[config.mk]
export PLATFORM = sky130hd
export DESIGN_NAME = uart_tx_sched
export DESIGN_NICKNAME = d
export VERILOG_FILES = /design/src/rtl/uart_tx_sched.sv
export SDC_FILE = /design/constraint.sdc
export NUM_CORES = 1
export LEC_CHECK = 0
export CORE_MARGIN = 8
export CORE_UTILIZATION = 50
export CTS_BUF_LIST = sky130_fd_sc_hd__clkbuf_2 sky130_fd_sc_hd__clkbuf_4 sky130_fd_sc_hd__clkbuf_8
export CTS_CLUSTER_SIZE = 12
export DETAILED_ROUTE_END_ITERATION = 10
export PLACE_DENSITY = 0.85
export SETUP_SLACK_MARGIN = 0.3
export SLEW_MARGIN = 20
export SYNTH_ARGS = -nofsm -noshare
export SYNTH_HDL_FRONTEND = slang
export SYNTH_SLANG_ARGS = --single-unit
export TNS_END_PERCENT = 10
[constraint.sdc]
create_clock -name clk -period 4 [get_ports clk]
set_input_delay 0.6 -clock clk [delete_from_list [all_inputs] [get_ports clk]]
set_output_delay 0.6 -clock clk [all_outputs]
set_load 0.01 [all_outputs]
[src/rtl/uart_tx_sched.sv]
// Arbitrating ASCII-hex serializer: shares one UART byte channel between dump
// words and CPU status words, pulsing flushing_wq when a message completes.
module uart_tx_sched #(
    parameter int unsigned LINE_WORDS = 4
) (
    input  logic        clk,
    input  logic        rst,
    input  logic        rdata_snd_start,
    input  logic [31:0] rdata_snd,
    input  logic        cpust_start,
    input  logic [31:0] cpust_data,
    input  logic        read_stop,
    output logic [7:0]  tx_data,
    output logic        tx_valid,
    input  logic        tx_ready,
    output logic        flushing_wq,
    output logic        msg_src,
    output logic        sched_busy,
    output logic        overrun
);

    localparam logic [1:0] ST_IDLE = 2'd0;
    localparam logic [1:0] ST_HEX  = 2'd1;
    localparam logic [1:0] ST_TERM = 2'd2;
    localparam logic [1:0] ST_DONE = 2'd3;

    localparam logic [7:0] CH_SP = 8'h20;
    localparam logic [7:0] CH_CR = 8'h0D;
    localparam logic [7:0] CH_LF = 8'h0A;

    localparam logic [3:0] LINE_LAST = 4'(LINE_WORDS - 1);

    function automatic logic [7:0] hex_char(input logic [3:0] n);
        if (n <= 4'd9) begin
            return 8'h30 + {4'h0, n};
        end
        return 8'h37 + {4'h0, n};
    endfunction

    logic [1:0]  state_q, state_d;
    logic        dump_pend_q, dump_pend_d;
    logic [31:0] dump_hold_q, dump_hold_d;
    logic        st_pend_q, st_pend_d;
    logic [31:0] st_hold_q, st_hold_d;
    logic        overrun_q, overrun_d;
    logic        rr_q, rr_d;
    logic [31:0] shift_q, shift_d;
    logic [2:0]  digit_q, digit_d;
    logic        crlf_q, crlf_d;
    logic        term_second_q, term_second_d;
    logic        abort_q, abort_d;
    logic [3:0]  line_q, line_d;
    logic        src_q, src_d;
    logic        tx_valid_q, tx_valid_d;
    logic [7:0]  tx_data_q, tx_data_d;
    logic        flush_q, flush_d;

    logic        accept;
    logic        dump_req;
    logic        grant_dump;
    logic        grant_st;
    logic        dump_active;
    logic        dump_stop;
    logic        use_crlf;
    logic [31:0] grant_word;

    always_comb begin
        state_d       = state_q;
        dump_pend_d   = dump_pend_q;
        dump_hold_d   = dump_hold_q;
        st_pend_d     = st_pend_q;
        st_hold_d     = st_hold_q;
        overrun_d     = overrun_q;
        rr_d          = rr_q;
        shift_d       = shift_q;
        digit_d       = digit_q;
        crlf_d        = crlf_q;
        term_second_d = term_second_q;
        abort_d       = abort_q;
        line_d        = line_q;
        src_d         = src_q;
        tx_valid_d    = tx_valid_q;
        tx_data_d     = tx_data_q;
        flush_d       = 1'b0;
        grant_dump    = 1'b0;
        grant_st      = 1'b0;
        use_crlf      = 1'b0;

        accept      = tx_valid_q & tx_ready;
        dump_req    = dump_pend_q & ~read_stop;
        dump_active = ((state_q == ST_HEX) || (state_q == ST_TERM)) && !src_q;
        dump_stop   = read_stop | abort_q;

        // rr_q set means status wins the next contested arbitration
        if (state_q == ST_IDLE) begin
            if (dump_req && st_pend_q) begin
                grant_st   = rr_q;
                grant_dump = ~rr_q;
                rr_d       = ~rr_q;
            end else if (dump_req) begin
                grant_dump = 1'b1;
            end else if (st_pend_q) begin
                grant_st = 1'b1;
            end
        end
        grant_word = grant_st ? st_hold_q : dump_hold_q;

        if (dump_active && read_stop) begin
            abort_d = 1'b1;
        end

        case (state_q)
            ST_IDLE: begin
                if (grant_dump || grant_st) begin
                    state_d       = ST_HEX;
                    src_d         = grant_st;
                    shift_d       = grant_word;
                    digit_d       = 3'd0;
                    term_second_d = 1'b0;
                    abort_d       = 1'b0;
                    tx_valid_d    = 1'b1;
                    tx_data_d     = hex_char(grant_word[31:28]);
                    if (grant_st) begin
                        line_d = 4'd0;
                    end
                end
            end
            ST_HEX: begin
                if (accept) begin
                    if (!src_q && dump_stop) begin
                        state_d    = ST_IDLE;
                        tx_valid_d = 1'b0;
                        abort_d    = 1'b0;
                    end else if (digit_q == 3'd7) begin
                        use_crlf      = src_q || (line_q == LINE_LAST);
                        state_d       = ST_TERM;
                        crlf_d        = use_crlf;
                        term_second_d = 1'b0;
                        tx_data_d     = use_crlf ? CH_CR : CH_SP;
                        if (!src_q) begin
                            line_d = use_crlf ? 4'd0 : line_q + 4'd1;
                        end
                    end else begin
                        shift_d   = {shift_q[27:0], 4'h0};
                        digit_d   = digit_q + 3'd1;
                        tx_data_d = hex_char(shift_q[27:24]);
                    end
                end
            end
            ST_TERM: begin
                if (accept) begin
                    if (!src_q && dump_stop) begin
                        state_d    = ST_IDLE;
                        tx_valid_d = 1'b0;
                        abort_d    = 1'b0;
                    end else if (crlf_q && !term_second_q) begin
                        term_second_d = 1'b1;
                        tx_data_d     = CH_LF;
                    end else begin
                        state_d    = ST_DONE;
                        tx_valid_d = 1'b0;
                        flush_d    = 1'b1;
                    end
                end
            end
            default: begin
                state_d = ST_IDLE;
            end
        endcase

        if (read_stop) begin
            line_d = 4'd0;
        end

        // A start coinciding with its own grant is a fresh entry, not an overrun
        if (grant_dump) begin
            dump_pend_d = 1'b0;
        end
        if (read_stop) begin
            dump_pend_d = 1'b0;
        end else if (rdata_snd_start) begin
            if (dump_pend_q && !grant_dump) begin
                overrun_d = 1'b1;
            end
            dump_pend_d = 1'b1;
            dump_hold_d = rdata_snd;
        end

        if (grant_st) begin
            st_pend_d = 1'b0;
        end
        if (cpust_start) begin
            if (st_pend_q && !grant_st) begin
                overrun_d = 1'b1;
            end
            st_pend_d = 1'b1;
            st_hold_d = cpust_data;
        end
    end

    always_ff @(posedge clk) begin
        if (rst) begin
            state_q       <= ST_IDLE;
            dump_pend_q   <= 1'b0;
            dump_hold_q   <= '0;
            st_pend_q     <= 1'b0;
            st_hold_q     <= '0;
            overrun_q     <= 1'b0;
            rr_q          <= 1'b0;
            shift_q       <= '0;
            digit_q       <= '0;
            crlf_q        <= 1'b0;
            term_second_q <= 1'b0;
            abort_q       <= 1'b0;
            line_q        <= '0;
            src_q         <= 1'b0;
            tx_valid_q    <= 1'b0;
            tx_data_q     <= '0;
            flush_q       <= 1'b0;
        end else begin
            state_q       <= state_d;
            dump_pend_q   <= dump_pend_d;
            dump_hold_q   <= dump_hold_d;
            st_pend_q     <= st_pend_d;
            st_hold_q     <= st_hold_d;
            overrun_q     <= overrun_d;
            rr_q          <= rr_d;
            shift_q       <= shift_d;
            digit_q       <= digit_d;
            crlf_q        <= crlf_d;
            term_second_q <= term_second_d;
            abort_q       <= abort_d;
            line_q        <= line_d;
            src_q         <= src_d;
            tx_valid_q    <= tx_valid_d;
            tx_data_q     <= tx_data_d;
            flush_q       <= flush_d;
        end
    end

    assign tx_data     = tx_data_q;
    assign tx_valid    = tx_valid_q;
    assign flushing_wq = flush_q;
    assign msg_src     = src_q;
    assign sched_busy  = (state_q != ST_IDLE);
    assign overrun     = overrun_q;

endmodule

==> metrics.md, run 1 <==
| Metric | Value |
|---|---|
| Initial antenna violation count | `0` |
| Placeable Area | `roughly 10,000 um^2` |
| CTS tree | `done` |
| Max-slew violation count | `0` |
| Crit. End Element | `register` |
| Post-CTS resize count | `0` |
| 1st-iter DRT viols | `437` |
| Pin count of the biggest net entering global routing | `79` |
| Tcrit/Tclk final | `0.684` |
| Max Clk Rate | `approximately 370 MHz` |
| Max VDD drop | `just under 0.0003 V` |
| Cell Pwr Density | `between 500 and 600 nW/um^2` |
| Status | `finished, final reports clean` |
| Syn_nets | `between 600 and 700` |
| Cts hold-fix bufs | `0` |
| Post-synth EDFFs | `0` |
| CTS H-tree lvls | `4` |
| Main combinational cell family by area after synthesis | `compound AO/OA/AOI/OAI gates` |
| Layout area overhead | `23.2%` |
| Post-Route Setup TNS | `0 ns` |
| Vias in the first global route | `about 4,700` |
| Synth cell count leaders | `dfxtp_1 (118), nand2_1 (115), mux2i_1 (60)` |
| Die area | `14,200 um^2` |
| Area leader, netlist | `dfxtp_1` |
| Max stage delay on crit path | `0.82 ns` |
| Congestion Overflow GR | `0` |
| Flops & latches, synth | `about 120` |
| # fillers | `between 800 and 900` |
| Worst reg2reg setup slack | `1.51 ns` |
| CP Data Arrival Time | `between 3 and 4 ns` |
| Compound-cell area share of the yosys netlist | `0.188` |
| Top cell type's share of synthesized area | `0.445` |
| WL final | `13.2 mm` |
| Adder-Cell Fraction of Synth Area | `0.0212` |
| Clock Tree Buf Depth | `2` |
| Total vias in the final route | `roughly 4,600` |
| Asr flop ratio synth | `0` |
| CP cell instances | `clkdlybuf4s50_1, and2b_1, nor3_1, a21o_1, nor2b_2, buf_4, a22o_1` |
| Simple-Gate Fraction of Synth Area | `0.179` |
| GPL Wtd Cong | `0.857` |
| # nets final | `761` |
| Post-Synthesis Cell Area | `about 5300 um^2` |
| Tot Pwr | `between 3 and 4 mW` |
| Reg area | `2360 um^2` |
| Global-route wire length before repair | `between 20 and 25 mm` |
| # diodes | `0` |
| Post-CTS setup buffers | `0` |
| WL per Instance | `~16 um` |
| Clock net sink count | `118` |
| Final Hold Fails | `0` |
| Most numerous cell in the Yosys netlist | `dfxtp_1` |
| Crit Path Max Fanout | `24` |
| Synth Instances | `a little over 600` |
| CP max stage cell | `clkdlybuf4s50_1` |
| Antenna Nets Post-Route | `0` |
| Worst-path clk slew | `0.08 ns` |
| Endpoints failing setup | `0` |
| Max Cap Viol | `0` |
| Drt pass-1 iters | `5` |
| Slew @ Worst Pin | `about 1.1 ns` |
| XOR/XNOR Fraction of Synth Area | `0.00661` |
| Post-synth cell types | `56` |
| GR Util All Layers | `0.187` |
| I/O Pins | `83` |
| Hold WC Path Type | `register to register` |
| Multi-input gate area | `between 2000 and 3000 um^2` |
| Warnings from Yosys | `0` |
| Worst relative slew slack | `0.281` |
| Sequential area share after synthesis | `0.445` |
| Setup crit start kind | `input port` |
| CP required | `between 4 and 5 ns` |
| Via density | `approximately 5.5` |
| Die Ht | `approximately 120 um` |
| Row cnt | `37` |
| DPL Wire Length | `just over 9 mm` |
| Initial Utilization | `0.514` |
| Die Wd | `between 100 and 150 um` |
| CP Class | `input port to register` |
| Synth top area cells | `dfxtp_1 (45%), mux2i_1 (11%), nand2_1 (8.1%)` |
| Fin Clk Skew | `approximately 0.015 ns` |
| Share of cells above drive strength 1 | `0.0763` |
| Mux contribution to synthesized area | `0.113` |
| Unrepaired setup endpoints after global routing | `false` |
| Clock buffer count from CTS | `17` |
| Root buffer cell | `clkbuf_8` |
| Pleak | `2.60 nW` |
| Ys flop type | `dfxtp_1` |
| Port bufs | `81` |
| DR DRC count | `0` |
| Minimum clock period | `around 2.7 ns` |
| Clock insertion delay at the later pin of the skew report | `about 0.44 ns` |
| Synthesized area per cell | `about 8.6 um^2` |
## cell families after synthesis
| family | after synthesis |
|---|---|
| and+or+nand+nor | 218 |
| AOI/OAI and AO/OA | 150 |
| DFF | 118 |
| muxes | 60 |
| buffers and inverters | 56 |
| adders and majority gates | 9 |
| xor gates and xnor gates | 4 |
| other | 1 |
## cell type report
cell class,instances,area share
tap,136,0.0260
clock inverter,13,0.0186
inverter,13,0.00747
multi-input combinational,442,0.413
clock buffer,19,0.0400
sequential,118,0.362
timing repair buffer,90,0.133
## worst paths after layout
check	from	endpoint	cells past startpoint
min	dump_hold_q[14]	dump_hold_q[14]	2
min reg2reg	dump_hold_q[14]	dump_hold_q[14]	2
max	read_stop	shift_q[15]	7
max reg2reg	digit_q[0]	shift_q[15]	8
## power by group
group,switching [mW],internal [mW],total (mW)
Clock,0.519,0.530,1.05
Sequential,0.0787,1.28,1.36
Combinational,0.499,0.375,0.875
Total,1.10,2.19,3.29
## stage by stage
step / std cells / util / instance area [um^2] / setup slack, ns / hold slack, ns
final: 831 / 0.633 / 6530 / 1.27 / 0.458
after global routing: 831 / 0.633 / 6530 / 1.16 / 0.479
after CTS: 831 / 0.633 / 6530 / 1.33 / 0.459
after detailed placement: 799 / 0.596 / 6150 / 0.876 / 0.448
after global placement: 799 / 0.596 / 6150 / 1.03 / 0.443
after floorplan: 616 / - / 5300 / 2.01 / 0.432
## placed cells by master (no fill, tap or decap), types with 5 or more instances in the layout
cell type,instances
clkbuf_8,19
nor3_1,9
inv_1,13
nand2b_1,9
a211oi_1,6
dfxtp_1,118
a21oi_1,44
clkdlybuf4s50_1,79
nand2_1,115
a22o_1,24
o21ai_0,38
mux2i_1,60
buf_4,9
nand3_1,5
ha_1,8
nor2_1,53
## critical path: cells and delay by family
| kind | cells | cell delay, ns |
|---|---|---|
| AOI/OAI and AO/OA | 2 | 0.57 |
| and+or+nand+nor | 3 | 0.83 |
| buffers and inverters | 2 | 1.09 |
## sequential cells by signal (all words and copies together), names as in the netlist
| register | cells |
|---|---|
| dump_hold_q | 32 |
| shift_q | 28 |
| msg_src | 1 |
| line_q | 4 |
| flushing_wq | 1 |
| term_second_q | 1 |
| abort_q | 1 |
| digit_q | 3 |
| st_pend_q | 1 |
| rr_q | 1 |
| crlf_q | 1 |
| tx_data | 7 |
| tx_valid | 1 |
| dump_pend_q | 1 |
| state_q | 2 |
| st_hold_q | 32 |
| overrun | 1 |
## routing by layer
metal,share of wire,vias to the layer above,track usage
met5,0,-,0
met1,0.42,2161,0.205
met3,0.053,22,0.0600
met4,0.020,0,0.0751
li1,-,2276,-
met2,0.50,151,0.326
Power figures use the tool's default switching activity.
==> run 2, diff against run 1 <==
clock period = 2.6 ns   (was 4 ns; I/O delays follow)
==> run 2 against run 1 <==
Effect of this change: first-iteration DRC count is 24% lower; final area is 2.8% higher; flip-flop and latch count stayed put; hold slack worse by 0.021 ns; total power is 58% higher; via count is 0.39% higher; clock skew is 0.0027 ns lower; utilization is 1.8 points higher; clock power is 60% higher; critical endpoint is now shift_q[23]; highest routed layer unchanged.
==> metrics.md, run 2 (synthesized netlist as in run 1, its figures left out) <==
| Metric | Value |
|---|---|
| # diodes | `0` |
| DR DRC count | `0` |
| Die Ht | `between 100 and 150 um` |
| Switching power total | `roughly 1.7 mW` |
| WL per Instance | `around 15 um` |
| Comb pwr share | `0.275` |
| Die area | `approximately 14,000 um^2` |
| Status | `finished, final reports clean` |
| DPL Wire Length | `between 9 and 10 mm` |
| Buf/Inv on CP | `2` |
| Global-route wire length before repair | `22.3 mm` |
| Unrepaired setup endpoints after global routing | `false` |
| Setup crit start kind | `input port` |
| WL final | `roughly 13 mm` |
| Share of cells above drive strength 1 | `0.0960` |
| Layout area overhead | `26.7%` |
| Finished Cell Area | `between 6000 and 7000 um^2` |
| I/O Pins | `between 80 and 90` |
| Placed Cells | `between 800 and 900` |
| Tcrit/Tclk final | `0.821` |
| Vias in the first global route | `4,884` |
| Port bufs | `roughly 80` |
| Registers with the most flip-flops | `dump_hold_q x32, st_hold_q x32, shift_q x28` |
| Net Sw Frac | `0.320` |
| Die Wd | `roughly 120 um` |
| Slew @ Worst Pin | `roughly 0.57 ns` |
| Max Cap Viol | `0` |
| Fin Clk Skew | `0.0120 ns` |
| WHS | `approximately 0.44 ns` |
| Minimum clock period | `2.13 ns` |
| Sequential Power Share | `0.403` |
| Final Hold Fails | `0` |
| Post-Route Setup TNS | `0 ns` |
| Cell Area, Placed | `between 6000 and 7000 um^2` |
| CP cell instances | `clkdlybuf4s50_1, or3b_2, nand2_1, buf_12, mux2i_1, o21ai_0, a22o_1` |
| CP Data Arrival Time | `2.46 ns` |
| Via density | `5.48` |
| Max Clk Rate | `468 MHz` |
| Crit path max-delay family | `simple AND/OR/NAND/NOR gates` |
| Post-Place Worst Slack | `-0.0329 ns` |
| CTS H-tree lvls | `4` |
| Cell Pwr Density | `roughly 770 nW/um^2` |
| Commonest non-fill, non-tap cell in the layout | `dfxtp_1` |
| 1st-iter DRT viols | `330` |
| Antenna Nets Post-Route | `0` |
| Pin count of the biggest net entering global routing | `43` |
| Max-slew violation count | `0` |
| # nets final | `a little under 800` |
| Post-CTS setup buffers | `0` |
| Initial Utilization | `0.514` |
| Worst-path clk slew | `approximately 0.070 ns` |
| Placeable Area | `about 10,000 um^2` |
| Tot Pwr | `roughly 5.2 mW` |
| Total vias in the final route | `4,628` |
| CP required | `approximately 2.9 ns` |
| Worst relative slew slack | `0.623` |
| Internal Power | `3.54 mW` |
| Post-layout util | `0.651` |
| Initial antenna violation count | `0` |
| Congestion Overflow GR | `0` |
| Final worst slack | `~0.47 ns` |
| CP max stage cell | `or3b_2` |
| GPL Wtd Cong | `approximately 0.9` |
| Crit. End Element | `register` |
| Clock share of power | `0.323` |
| CTS tree | `done` |
| CP Class | `input port to register` |
| # fillers | `815` |
| Pleak | `~2.7 nW` |
| Most frequent cells in the layout | `dfxtp_1 (118), nand2_1 (115), clkdlybuf4s50_1 (78)` |
| GR Util All Layers | `0.191` |
| Endpoints failing setup | `0` |
| Row cnt | `37` |
| Hold WC Path Type | `input port to register` |
| Max stage delay on crit path | `0.51 ns` |
| Clock Tree Buf Depth | `2` |
| Crit Path Max Fanout | `16` |
| Clock insertion delay at the later pin of the skew report | `~0.43 ns` |
| Drt pass-1 iters | `4` |
| Clock net sink count | `approximately 120` |
| Final Non-Filler Cells | `roughly 840` |
| Max VDD drop | `0.000505 V` |
| Clock buffer count from CTS | `17` |
| Root buffer cell | `clkbuf_8` |
==> run 2: cell types whose count changed in the layout (fill, tap and decap cells not counted) <==
cell | before | now
buf_4 | 9 | 19
ha_4 | 0 | 1
ha_1 | 8 | 6
bufinv_16 | 1 | 2
dlymetal6s2s_1 | 0 | 1
inv_8 | 0 | 1
nor2b_4 | 0 | 1
clkdlybuf4s50_1 | 79 | 78
buf_12 | 0 | 3
inv_6 | 4 | 1
ha_2 | 1 | 2
nor2b_2 | 1 | 0
clkinv_2 | 3 | 2
clkinv_4 | 3 | 5
==> run 2: final cells by class <==
cell class	count	area, um^2	area share
Multi-Input combinational cell	442	2720	0.405
Sequential cell	118	2360	0.352
Timing Repair Buffer	103	1010	0.150
Clock buffer	19	262	0.0389
Inverter	13	48.8	0.00726
Clock inverter	13	149	0.0222
Tap cell	136	170	0.0253
==> run 2: final timing paths <==
path	from	to	slack, ns	cells past startpoint
max	read_stop	shift_q[23]	0.47	7
min	rst	digit_q[1]	0.44	2
max reg2reg	digit_q[0]	shift_q[18]	0.48	9
min reg2reg	dump_hold_q[26]	dump_hold_q[26]	0.46	2
==> run 2: layer usage <==
metal | up-vias | share of wire | global-route usage
met5 | - | 0 | 0
met4 | 0 | 0.025 | 0.0909
met1 | 2182 | 0.43 | 0.209
li1 | 2302 | - | -
met3 | 26 | 0.048 | 0.0614
met2 | 118 | 0.50 | 0.328
==> run 2: timing repair <==
item,in CTS,in global routing
hold buffers,0,0
setup endpoints to repair,25,27
pin swaps,0,0
endpoints found under the hold margin,0,0
gates resized for setup,1,4
==> run 2: worst register-to-register path, stage by stage (launching register included) <==
cell     delay, ns
dfxtp_1       0.33
ha_1          0.24
ha_4          0.20
nor2b_1       0.21
nand3_1       0.15
a21o_1        0.20
buf_4         0.18
nor2_1        0.09
buf_4         0.27
a22o_1        0.19
==> run 2: power groups by stage <==
stage               logic, mW  registers [mW]  clock network (mW)
global placement         1.37            2.12                   0
detailed placement       1.41            2.13                   0
CTS                      1.43            2.10                1.70
finish                   1.43            2.10                1.68
floorplan               0.890            2.13                   0
global route             1.57            2.12                1.80
==> run 3, diff against run 2 <==
clock period = 2.17 ns   (was 2.6 ns; I/O delays follow)
==> run 3 against run 2 <==
Effect of this change: wire length grew 12%; global-route usage grew 0.71 points; clock skew grew 0.0050 ns; die area is the same; sequential share of layout area shrank 2.1 points; non-clock buffer count grew 27; sequential power grew 20%; setup slack lost 0.20 ns; cell count grew 3.2%.
==> metrics.md, run 3 (synthesized netlist as in run 1, its figures left out) <==
| Metric | Value |
|---|---|
| GPL Wtd Cong | `between 0.9 and 1` |
| Cell Pwr Density | `~940 nW/um^2` |
| Post-Place Worst Slack | `-0.181 ns` |
| Port bufs | `81` |
| Hold path startpoint | `rst` |
| Status | `finished, final reports clean` |
| Commonest non-fill, non-tap cell in the layout | `nand2_1` |
| Clock insertion delay at the later pin of the skew report | `roughly 0.43 ns` |
| Clock net sink count | `approximately 120` |
| Hold Path End | `line_q[2]` |
| Max-slew violation count | `0` |
| Total vias in the final route | `approximately 4,800` |
| Crit Path Max Fanout | `12` |
| Final Hold Fails | `0` |
| Registers with the most flip-flops | `dump_hold_q x32, st_hold_q x32, shift_q x28` |
| CP cell instances | `ha_4, ha_4, nor2b_4, nand3_2, a21o_1, nor2b_2, clkbuf_16, a22o_1` |
| WL per Instance | `around 17 um` |
| Congestion Overflow GR | `0` |
| Cell depth of the worst hold path | `2` |
| Max stage delay on crit path | `about 0.35 ns` |
| Row cnt | `37` |
| CTS H-tree lvls | `4` |
| CTS tree | `done` |
| Initial Utilization | `0.514` |
| CP Data Arrival Time | `2.22 ns` |
| Max Clk Rate | `between 500 and 600 MHz` |
| CP max stage cell | `dfxtp_2` |
| Minimum clock period | `around 1.9 ns` |
| Placeable Area | `between 10,000 and 15,000 um^2` |
| WHS | `between 0.3 and 0.4 ns` |
| Drt pass-1 iters | `4` |
| I/O Pins | `83` |
| CP Class | `register to register` |
| WL final | `between 10 and 15 mm` |
| Max VDD drop | `just over 0.0005 V` |
| Share of cells above drive strength 1 | `0.171` |
| Pleak | `2.91 nW` |
| 1st-iter DRT viols | `378` |
| Initial antenna violation count | `0` |
| R2R depth | `8` |
| Reg2Reg Launch Point | `digit_q[1]` |
| Fin Clk Skew | `0.0170 ns` |
| Most used cell, CP | `ha_4` |
| Tcrit/Tclk final | `0.879` |
| Clock buffer count from CTS | `17` |
| Hold WC Path Type | `input port to register` |
| Setup crit start kind | `register` |
| # fillers | `750` |
| Layout area overhead | `35.7%` |
| Via density | `around 5.5` |
| CP required | `~2.5 ns` |
| Final worst slack | `around 0.26 ns` |
| Antenna Nets Post-Route | `0` |
| DPL Wire Length | `just under 10 mm` |
| # nets final | `801` |
| Worst reg2reg setup slack | `around 0.26 ns` |
| Vias in the first global route | `about 5,000` |
| Worst-path clk slew | `0.07 ns` |
| Crit. End Element | `register` |
| Die area | `approximately 14,000 um^2` |
| Die Wd | `119 um` |
| FF-to-FF End | `shift_q[24]` |
| Most frequent cells in the layout | `nand2_1 (114), dfxtp_1 (109), clkdlybuf4s50_1 (77)` |
| Endpoints failing setup | `0` |
| DR DRC count | `0` |
| Die Ht | `between 100 and 150 um` |
| Clock Tree Buf Depth | `2` |
| Max Cap Viol | `0` |
| Pin count of the biggest net entering global routing | `40` |
| Root buffer cell | `clkbuf_8` |
| # diodes | `0` |
| GR Util All Layers | `0.198` |
| Unrepaired setup endpoints after global routing | `true` |
| Global-route wire length before repair | `about 23 mm` |
[run 3: changes by cell type in the layout (fill, tap and decap cells not counted), moves of 3 or more]
cell      previous run  this run
buf_4               19        39
dfxtp_1            118       109
dfxtp_2              0         7
a211oi_1             6         2
a211oi_2             0         4
buf_12               3         7
ha_4                 1         5
ha_1                 6         3
[run 3: how the worst max path moves through the flow]
stage	startpoint	endpoint	slack, ns	cells after the start
4_1_cts	read_stop	tx_data[3]	0.27	8
6_report	digit_q[1]	shift_q[24]	0.26	8
5_1_grt	digit_q[1]	line_q[2]	0.20	7
3_3_place_gp	read_stop	shift_q[26]	-0.1	7
2_1_floorplan	digit_q[0]	line_q[3]	0.31	7
3_5_place_dp	read_stop	tx_data[3]	-0.18	8
[run 3: repair_timing]
item / in CTS / in global routing
setup endpoints to repair: 41 / 42
gates resized for setup: 22 / 20
pin swaps: 8 / 5
hold buffers: 0 / 0
buffers inserted: 11 / 2
gates cloned: 1 / 2
[run 3: area by class of cell]
cell class,count,area [um^2],area share
Multi-Input combinational cell,442,2860,0.397
Sequential cell,118,2380,0.331
Timing Repair Buffer,130,1320,0.183
Clock buffer,20,275,0.0383
Tap cell,136,170,0.0236
Clock inverter,12,144,0.0200
Inverter,13,51.3,0.00713
[run 3: through the flow]
step	power, mW	TNS, ns	cells	cell area, um^2	util
floorplan	3.64	0	616	5340	-
global placement	4.37	-2.10	823	6450	0.625
detailed placement	4.44	-3.89	823	6450	0.625
CTS	6.64	0	867	7070	0.685
global route	7.12	0	871	7200	0.697
finish	6.80	0	871	7200	0.697
[run 3: worst max-delay path: cells and delay by family, from the launching register on]
family          cells  cell delay (ns)
simple gates        3             0.44
compound gates      2             0.46
flops               1             0.35
buf+inv             1             0.20
fa+ha+maj           2             0.35
[run 3: where the power goes]
part           leakage, nW  total [mW]  internal, mW  switching (mW)
Clock                0.203        2.08          1.13           0.947
Sequential           0.969        2.53          2.38           0.155
Combinational         1.73        2.19          1.11            1.08
[run 3: per-layer routing]
metal  GRT usage  routed length (um)  up-vias
met3      0.0557                 810       30
met4      0.0791                 403        0
met5           0                   0        -
met1       0.227                6160     2285
met2       0.341                7190      162
li1            -                   -     2354
